[src/rtl/rc5_pkg.sv]
// -----------------------------------------------------------------------------
// rc5_pkg
// Shared definitions for the RC5 key-expansion engine:
//   - rc5_state_e : key-schedule FSM state encoding
//   - rc5_p/rc5_q : magic constants P_w / Q_w for W = 16, 32, 64
//   - rc5_t/rc5_c : derived table sizes (S entries, L words)
//   - rotl        : width-generic rotate-left on a 64-bit container
// -----------------------------------------------------------------------------
package rc5_pkg;

    typedef enum logic [2:0] {
        ST_IDLE   = 3'd0,
        ST_LOAD   = 3'd1,
        ST_INIT   = 3'd2,
        ST_MIX_RD = 3'd3,
        ST_MIX_WR = 3'd4,
        ST_FIN    = 3'd5
    } rc5_state_e;

    // P_w = Odd((e-2)*2^w), right-aligned in a 64-bit container.
    function automatic logic [63:0] rc5_p(input int w);
        case (w)
            16:      return 64'h0000_0000_0000_B7E1;
            64:      return 64'hB7E1_5162_8AED_2A6B;
            default: return 64'h0000_0000_B7E1_5163;
        endcase
    endfunction

    // Q_w = Odd((phi-1)*2^w), right-aligned in a 64-bit container.
    function automatic logic [63:0] rc5_q(input int w);
        case (w)
            16:      return 64'h0000_0000_0000_9E37;
            64:      return 64'h9E37_79B9_7F4A_7C15;
            default: return 64'h0000_0000_9E37_79B9;
        endcase
    endfunction

    // Number of expanded-key words S.
    function automatic int rc5_t(input int r);
        return 2 * r + 2;
    endfunction

    // Number of key words L; a zero-length key still needs one (zero) word.
    function automatic int rc5_c(input int b, input int w);
        if (b == 0) return 1;
        return (b + (w / 8) - 1) / (w / 8);
    endfunction

    // Rotate the low w bits of word left by amt mod w; upper bits return 0.
    function automatic logic [63:0] rotl(input logic [63:0] word, input int unsigned amt,
                                         input int unsigned w);
        logic [63:0]  mask;
        logic [63:0]  x;
        int unsigned  a;
        mask = (w >= 64) ? 64'hFFFF_FFFF_FFFF_FFFF : ((64'd1 << w) - 64'd1);
        x    = word & mask;
        a    = amt % w;
        if (a == 0) return x;
        return ((x << a) | (x >> (w - a))) & mask;
    endfunction

endpackage

[src/rtl/rc5_rotl.sv]
// -----------------------------------------------------------------------------
// rc5_rotl
// Combinational barrel rotate-left, log2(W) stages.
// Ports:
//   word_i  in  W          word to rotate
//   amt_i   in  log2(W)    rotate amount
//   word_o  out W          word_i rotated left by amt_i
// -----------------------------------------------------------------------------
module rc5_rotl #(
    parameter int W = 32
) (
    input  logic [W-1:0]         word_i,
    input  logic [$clog2(W)-1:0] amt_i,
    output logic [W-1:0]         word_o
);

    localparam int AW = $clog2(W);

    logic [W-1:0] stage [AW+1];

    assign stage[0] = word_i;

    // Stage s rotates by 2^s when amount bit s is set.
    for (genvar s = 0; s < AW; s++) begin : g_stage
        assign stage[s+1] = amt_i[s] ? {stage[s][W-1-(1<<s):0], stage[s][W-1 -: (1<<s)]}
                                     : stage[s];
    end

    assign word_o = stage[AW];

endmodule

[src/rtl/rc5_key_schedule.sv]
// -----------------------------------------------------------------------------
// rc5_key_schedule
// RC5 key expansion: latches a B-byte key into L, fills the external S RAM with
// P_w + i*Q_w, then runs 3*max(T,C) mixing iterations (read S[i], write the
// new A back, update L[j] with the data-dependent rotate).
//
// Optional build macro: RC5_KS_SCRUB_EN -- FIN takes an extra cycle that zeroes
// L, A and B before done is pulsed.
//
// Ports:
//   clk      in  1          clock, rising edge
//   rst      in  1          synchronous active-high reset
//   start    in  1          begin expansion (only honoured in IDLE)
//   key      in  8*max(B,1) secret key, byte 0 in bits [7:0]
//   busy     out 1          expansion in progress
//   done     out 1          one-cycle pulse, S complete
//   s_addr   out T_LEN      S RAM address
//   s_we     out 1          S RAM write enable
//   s_wdata  out W          S RAM write data
//   s_rdata  in  W          S RAM read data, one cycle after s_addr
//
// Handshake: start is a level sampled on a rising edge while IDLE; busy rises
// on the following cycle and falls in the cycle done pulses. S RAM reads are
// fixed-latency (address in MIX_RD, data consumed in MIX_WR).
// -----------------------------------------------------------------------------
module rc5_key_schedule
    import rc5_pkg::*;
#(
    parameter int W     = 32,
    parameter int R     = 12,
    parameter int B     = 16,
    parameter int T     = rc5_t(R),
    parameter int C     = rc5_c(B, W),
    parameter int T_LEN = $clog2(T)
) (
    input  logic                           clk,
    input  logic                           rst,
    input  logic                           start,
    input  logic [8*((B > 0) ? B : 1)-1:0] key,
    output logic                           busy,
    output logic                           done,
    output logic [T_LEN-1:0]               s_addr,
    output logic                           s_we,
    output logic [W-1:0]                   s_wdata,
    input  logic [W-1:0]                   s_rdata
);

    localparam int NB    = W / 8;
    localparam int LW    = $clog2(W);
    localparam int N     = 3 * ((T > C) ? T : C);
    localparam int CNT_W = $clog2(N + 1);
    localparam int J_W   = (C > 1) ? $clog2(C) : 1;

    localparam logic [W-1:0] P_W = W'(rc5_p(W));
    localparam logic [W-1:0] Q_W = W'(rc5_q(W));

    rc5_state_e       state_q;
    logic             busy_q;
    logic             done_q;
    logic [T_LEN-1:0] i_q;
    logic [J_W-1:0]   j_q;
    logic [CNT_W-1:0] cnt_q;
    logic [W-1:0]     a_q;
    logic [W-1:0]     b_q;
    logic [W-1:0]     l_q [C];
`ifdef RC5_KS_SCRUB_EN
    logic             scrub_q;
`endif

    // Key bytes packed little-endian into C words; bytes past B read as zero.
    logic [C*W-1:0] key_flat;

    for (genvar n = 0; n < C * NB; n++) begin : g_pack
        if (n < B) begin : g_key
            assign key_flat[8*n +: 8] = key[8*n +: 8];
        end else begin : g_zero
            assign key_flat[8*n +: 8] = 8'h00;
        end
    end

    // Mixing datapath: A' = ROTL(S[i]+A+B, 3); B' = ROTL(L[j]+A'+B, A'+B).
    logic [W-1:0] a_sum;
    logic [W-1:0] a_d;
    logic [W-1:0] ab_sum;
    logic [W-1:0] b_sum;
    logic [W-1:0] b_d;

    assign a_sum  = s_rdata + a_q + b_q;
    assign ab_sum = a_d + b_q;
    assign b_sum  = l_q[j_q] + ab_sum;

    rc5_rotl #(.W(W)) u_rotl_a (
        .word_i (a_sum),
        .amt_i  (LW'(3)),
        .word_o (a_d)
    );

    rc5_rotl #(.W(W)) u_rotl_b (
        .word_i (b_sum),
        .amt_i  (ab_sum[LW-1:0]),
        .word_o (b_d)
    );

    // RAM port decode; address parks at 0 when nothing is being accessed.
    always_comb begin
        s_we    = 1'b0;
        s_addr  = '0;
        s_wdata = '0;
        case (state_q)
            ST_INIT: begin
                s_we    = 1'b1;
                s_addr  = i_q;
                s_wdata = a_q;
            end
            ST_MIX_RD: begin
                s_addr  = i_q;
            end
            ST_MIX_WR: begin
                s_we    = 1'b1;
                s_addr  = i_q;
                s_wdata = a_d;
            end
            default: ;
        endcase
    end

    assign busy = busy_q;
    assign done = done_q;

    always_ff @(posedge clk) begin
        if (rst) begin
            state_q <= ST_IDLE;
            busy_q  <= 1'b0;
            done_q  <= 1'b0;
            i_q     <= '0;
            j_q     <= '0;
            cnt_q   <= '0;
            a_q     <= '0;
            b_q     <= '0;
            for (int k = 0; k < C; k++) l_q[k] <= '0;
`ifdef RC5_KS_SCRUB_EN
            scrub_q <= 1'b0;
`endif
        end else begin
            done_q <= 1'b0;
            case (state_q)
                ST_IDLE: begin
                    if (start) begin
                        for (int k = 0; k < C; k++) l_q[k] <= key_flat[k*W +: W];
                        busy_q  <= 1'b1;
                        state_q <= ST_LOAD;
                    end
                end
                ST_LOAD: begin
                    // A doubles as the P + i*Q accumulator during INIT.
                    a_q     <= P_W;
                    i_q     <= '0;
                    state_q <= ST_INIT;
                end
                ST_INIT: begin
                    if (i_q == T_LEN'(T - 1)) begin
                        i_q     <= '0;
                        a_q     <= '0;
                        state_q <= ST_MIX_RD;
                    end else begin
                        i_q <= i_q + T_LEN'(1);
                        a_q <= a_q + Q_W;
                    end
                end
                ST_MIX_RD: begin
                    state_q <= ST_MIX_WR;
                end
                ST_MIX_WR: begin
                    a_q      <= a_d;
                    b_q      <= b_d;
                    l_q[j_q] <= b_d;
                    // i and j wrap on their own moduli.
                    i_q <= (i_q == T_LEN'(T - 1)) ? '0 : i_q + T_LEN'(1);
                    j_q <= (j_q == J_W'(C - 1))   ? '0 : j_q + J_W'(1);
                    if (cnt_q == CNT_W'(N - 1)) begin
                        cnt_q   <= '0;
                        state_q <= ST_FIN;
                    end else begin
                        cnt_q   <= cnt_q + CNT_W'(1);
                        state_q <= ST_MIX_RD;
                    end
                end
                ST_FIN: begin
                    a_q   <= '0;
                    b_q   <= '0;
                    cnt_q <= '0;
                    i_q   <= '0;
                    j_q   <= '0;
`ifdef RC5_KS_SCRUB_EN
                    if (!scrub_q) begin
                        scrub_q <= 1'b1;
                        for (int k = 0; k < C; k++) l_q[k] <= '0;
                    end else begin
                        scrub_q <= 1'b0;
                        done_q  <= 1'b1;
                        busy_q  <= 1'b0;
                        state_q <= ST_IDLE;
                    end
`else
                    done_q  <= 1'b1;
                    busy_q  <= 1'b0;
                    state_q <= ST_IDLE;
`endif
                end
                default: state_q <= ST_IDLE;
            endcase
        end
    end

endmodule

[config.mk]
export PLATFORM = sky130hd
export DESIGN_NAME = rc5_key_schedule
export DESIGN_NICKNAME = d
export VERILOG_FILES = /design/src/rtl/rc5_pkg.sv /design/src/rtl/rc5_rotl.sv /design/src/rtl/rc5_key_schedule.sv
export SDC_FILE = /design/constraint.sdc
export NUM_CORES = 1
export LEC_CHECK = 0
export CORE_MARGIN = 2
export CORE_UTILIZATION = 63
export DETAILED_ROUTE_END_ITERATION = 10
export PLACE_DENSITY = 0.95
export REMOVE_ABC_BUFFERS = 1
export SKIP_LAST_GASP = 1
export SLEW_MARGIN = 20
export SYNTH_ARGS = -nofsm -noshare
export SYNTH_HDL_FRONTEND = slang
export SYNTH_HIERARCHICAL = 1
export SYNTH_SLANG_ARGS = --single-unit
[constraint.sdc]
create_clock -name clk -period 30.4 [get_ports clk]
set_clock_uncertainty 0.05 [all_clocks]
set_input_delay 6.08 -clock clk [delete_from_list [all_inputs] [get_ports clk]]
set_output_delay 6.08 -clock clk [all_outputs]
set_load 0.05 [all_outputs]
==> results by group <==
Run status
  – Status: finished clean

Final layout
  – Commonest non-fill, non-tap cell in the layout: clkdlybuf4s50_1
  – Nets: ~2200
  – Register area: ~0.0055 mm^2
  – Area of the multi-input gates: around 0.013 mm^2
  – Most frequent cells in the layout: 202 x clkdlybuf4s50_1, 190 x a22o_1, 154 x mux4_2
  – Filler cells: 2061
  – Diode count: 0
  – Layout cell share with drive strength beyond 1: 16.28%
  – Area grow syn2layout: 15.15%

Clocking
  – Clk root buf: clkbuf_16
  – CTS Hold Bufs: 0
  – Clk slew on worst S/H paths: approximately 0.07 ns
  – TritonCTS Buffers: 22
  – Deepest clock path buffer count: 3
  – CTS tree: done
  – # resized after CTS: 0
  – Total setup buffers inserted after CTS: 0
  – Clock latency on the worst-skew pair: 0.53 ns
  – H-tree depth: 1
  – CTS Sinks: ~210

Logic synthesis
  – Post-Syn Area per Cell: 10.93 um^2
  – Main synth FF type: edfxtp_1
  – Async SR Flop Fraction: 0%
  – Area of the mapped netlist: ~0.019 mm^2
  – Sequential share of the synthesized area: between 20% and 30%
  – Ys Warns: 6
  – Yosys cell types: just under 90
  – Synth Register Bits: between 200 and 250
  – EDFF count, synth: 128
  – Synth Instances: 1776

Floorplanning
  – Std-Cell Rows: 64
  – CORE AREA: 0.03043 mm^2
  – # IOs: about 200
  – Total Die Area: roughly 0.032 mm^2
  – Die X: 179.5 um
  – Chip Height: approximately 180 um
  – Initial core utilization: a little under two thirds

Global route
  – GRT Total Usage: between 30 and 40%
  – Largest net degree at the start of global routing: a little over 90
  – First-pass GRT wire length: about 97000 um
  – Vias in the first global route: about 17000
  – Initial antenna violation count: 0
  – Grt total ovfl: 0

Setup path
  – CP endpoint kind: primary output
  – R2R cell count: 38
  – Crit Path Class: input pin to primary output
  – Crit path DAT: roughly 12 ns
  – Slowest CP cell: clkdlybuf4s50_1
  – Critical-path maximum fanout: 4
  – WP data required: roughly 24 ns
  – Reg-to-reg setup timing slack: 18.82 ns
  – Crit-path max cell delay: ~0.7 ns
  – Reg-to-Reg End: l_q[3][12]
  – Crit path cell chain: clkdlybuf4s50_1 -> fa_1 -> ha_1 -> inv_1 -> fa_1 -> nor2b_4 -> o31a_1 -> o31ai_2 -> a21oi_2 -> o41ai_4 -> o21ai_0 -> mux2i_1 -> a2111o_1 -> mux4_2 -> mux4_1 -> mux2_2 -> a22o_1 -> clkdlybuf4s50_1
  – Worst setup SP type: input pin
  – Launch point of the worst reg-to-reg path: b_q[1]

Placed design
  – Post-DP HPWL: roughly 48000 um
  – Pre-CTS WS: 12.35 ns
  – Port-buffer cells: approximately 200
  – RePlAce Congestion: between 1 and 1.5

Pwr
  – Cell Pwr Density: about 97 mW/mm^2
  – NetSw: about 0.0010 W
  – Reg power frac: approximately 16%
  – Worst-case vdd ir drop: about 0.070 mV
  – Switching share of power: just under 50%
  – P_leak: roughly 8.6 nW
  – Clk pwr share: 12.8%
  – Internal: between 0.001 and 0.0015 W
  – Combinational Power Share: a little over 70%

Worst hold path
  – WHS Path Cells: 1
  – Worst min-delay path startpoint: busy
  – Hold worst-path end: busy
  – Worst Hold Class: register to register

Timing
  – Headroom to the max-slew limit: 29.61%
  – Max Slew Vio Count: 0
  – Final Critical Period: about 18 ns
  – Period utilisation layout: about three fifths
  – Slew @ Worst Pin: between 1 and 1.5 ns
  – Worst setup margin: 12.32 ns
  – Max Clk Rate: between 50 and 60 MHz
  – Setup TNS: 0 ns
  – RSZ-0062 raised after global routing: no
  – Final setup fails: 0
  – Final Hold Viols: 0

Detailed routing
  – DRC Markers: 0
  – Pre-antenna DRT Iters: 8
  – Wirelength per Cell: between 20 and 30 um
  – Final ANT Viol Nets: 0
  – Post-Route WL: approximately 63000 um
  – Vias: 17250
  – Initial DRC Count: ~2400
  – DR vias/cell: ~7.4

Run
  – Max-cap violations: 0
[cell usage after synthesis (7+ instances only)]
cell | n | area (um^2)
a21oi_1 | 127 | 635.6
nand3_1 | 15 | 75.07
a22o_1 | 190 | 1664
buf_6 | 10 | 112.6
dfxtp_1 | 85 | 1702
or3_1 | 10 | 62.56
mux4_2 | 154 | 3468
mux2_2 | 64 | 720.7
fa_1 | 34 | 680.7
edfxtp_1 | 128 | 3844
xor2_1 | 32 | 280.3
nor2b_1 | 13 | 81.33
a222oi_1 | 7 | 70.07
nor3_1 | 32 | 160.2
o21bai_1 | 9 | 67.56
ha_1 | 101 | 1264
a211oi_1 | 25 | 187.7
o21a_1 | 10 | 75.07
o211ai_1 | 13 | 97.59
and2_1 | 12 | 75.07
buf_1 | 13 | 48.80
xnor2_1 | 61 | 534.3
inv_1 | 51 | 191.4
nand4_1 | 9 | 56.30
nand2b_1 | 12 | 75.07
a21o_1 | 30 | 225.2
a31oi_1 | 7 | 43.79
buf_2 | 14 | 70.07
o21ai_0 | 81 | 405.4
and3_1 | 10 | 62.56
nand2_1 | 85 | 319.1
clkbuf_1 | 78 | 292.8
a21boi_0 | 10 | 75.07
nor2_1 | 117 | 439.2
a221oi_1 | 9 | 78.83
[area by class of cell]
| cell class | instances | area share, % |
|---|---|---|
| clock buffer | 32 | 2.906 |
| clock inverter | 8 | 0.3135 |
| inverter | 51 | 0.8566 |
| multi-input combinational | 1397 | 58.97 |
| sequential | 213 | 24.82 |
| tap | 396 | 2.217 |
| timing repair buffer | 228 | 9.921 |
[registers in the layout (all words and copies together), names as in the netlist, named ones only]
name and cells:
b_q 32, l_q 128, done 1, i_q 5, a_q 32, j_q 2
cnt_q 7, busy 1, state_q 3
[layer usage]
layer,routed length [um],part of all wire (%),up-vias,track usage [%]
met5,0,0,-,0
met4,3539,5.6,0,18.21
met3,7169,11,246,7.233
met2,30000,47,1299,63.03
met1,22620,36,8331,49.56
li1,-,-,7373,-
[power by group through the flow]
stage / Clock (W) / Combinational (W) / Sequential (W)
6_report: 0.000278 / 0.00153 / 0.000352
3_5_place_dp: 0 / 0.00146 / 0.000357
3_3_place_gp: 0 / 0.00144 / 0.000355
2_1_floorplan: 0 / 0.00102 / 0.000350
5_1_grt: 0.000288 / 0.00158 / 0.000354
4_1_cts: 0.000276 / 0.00147 / 0.000351
[through the flow]
stage / instances / hold WS (ns) / area (um^2) / total power [W] / util, %
finish: 2325 / 0.4458 / 22350 / 0.002163 / 73.45
global placement: 2285 / 0.4156 / 21630 / 0.001790 / 71.08
CTS: 2325 / 0.4481 / 22350 / 0.002100 / 73.45
detailed placement: 2285 / 0.4333 / 21630 / 0.001819 / 71.08
global route: 2325 / 0.4724 / 22350 / 0.002225 / 73.45
floorplan: 1661 / 0.3925 / 18840 / 0.001368 / -
[how the worst max path moves through the flow]
stage                    start         end  slack [ns]  cells after the start
floorplan           s_rdata[1]  s_wdata[0]       13.81                     16
CTS                 s_rdata[1]  s_wdata[0]       12.35                     18
global placement    s_rdata[1]  s_wdata[0]       12.45                     18
finish              s_rdata[1]  s_wdata[0]       12.32                     18
global route        s_rdata[1]  s_wdata[0]       12.15                     18
detailed placement  s_rdata[1]  s_wdata[0]       12.35                     18
[worst max-delay path, delay by kind of cell]
family          cells  cell delay (ns)
compound gates      7             2.08
mux                 4             1.56
buf+inv             3             1.20
fa+ha+maj           3             0.96
simple gates        1             0.05
[cells by family after synthesis]
family | synth area share (%)
compound gates | 22.23
xor+xnor | 4.197
fa+ha+maj | 10.02
buf+inv | 3.952
flops | 28.57
mux | 22.55
other cells | 0.03869
simple gates | 8.445
(Power assumes the default switching activity.)
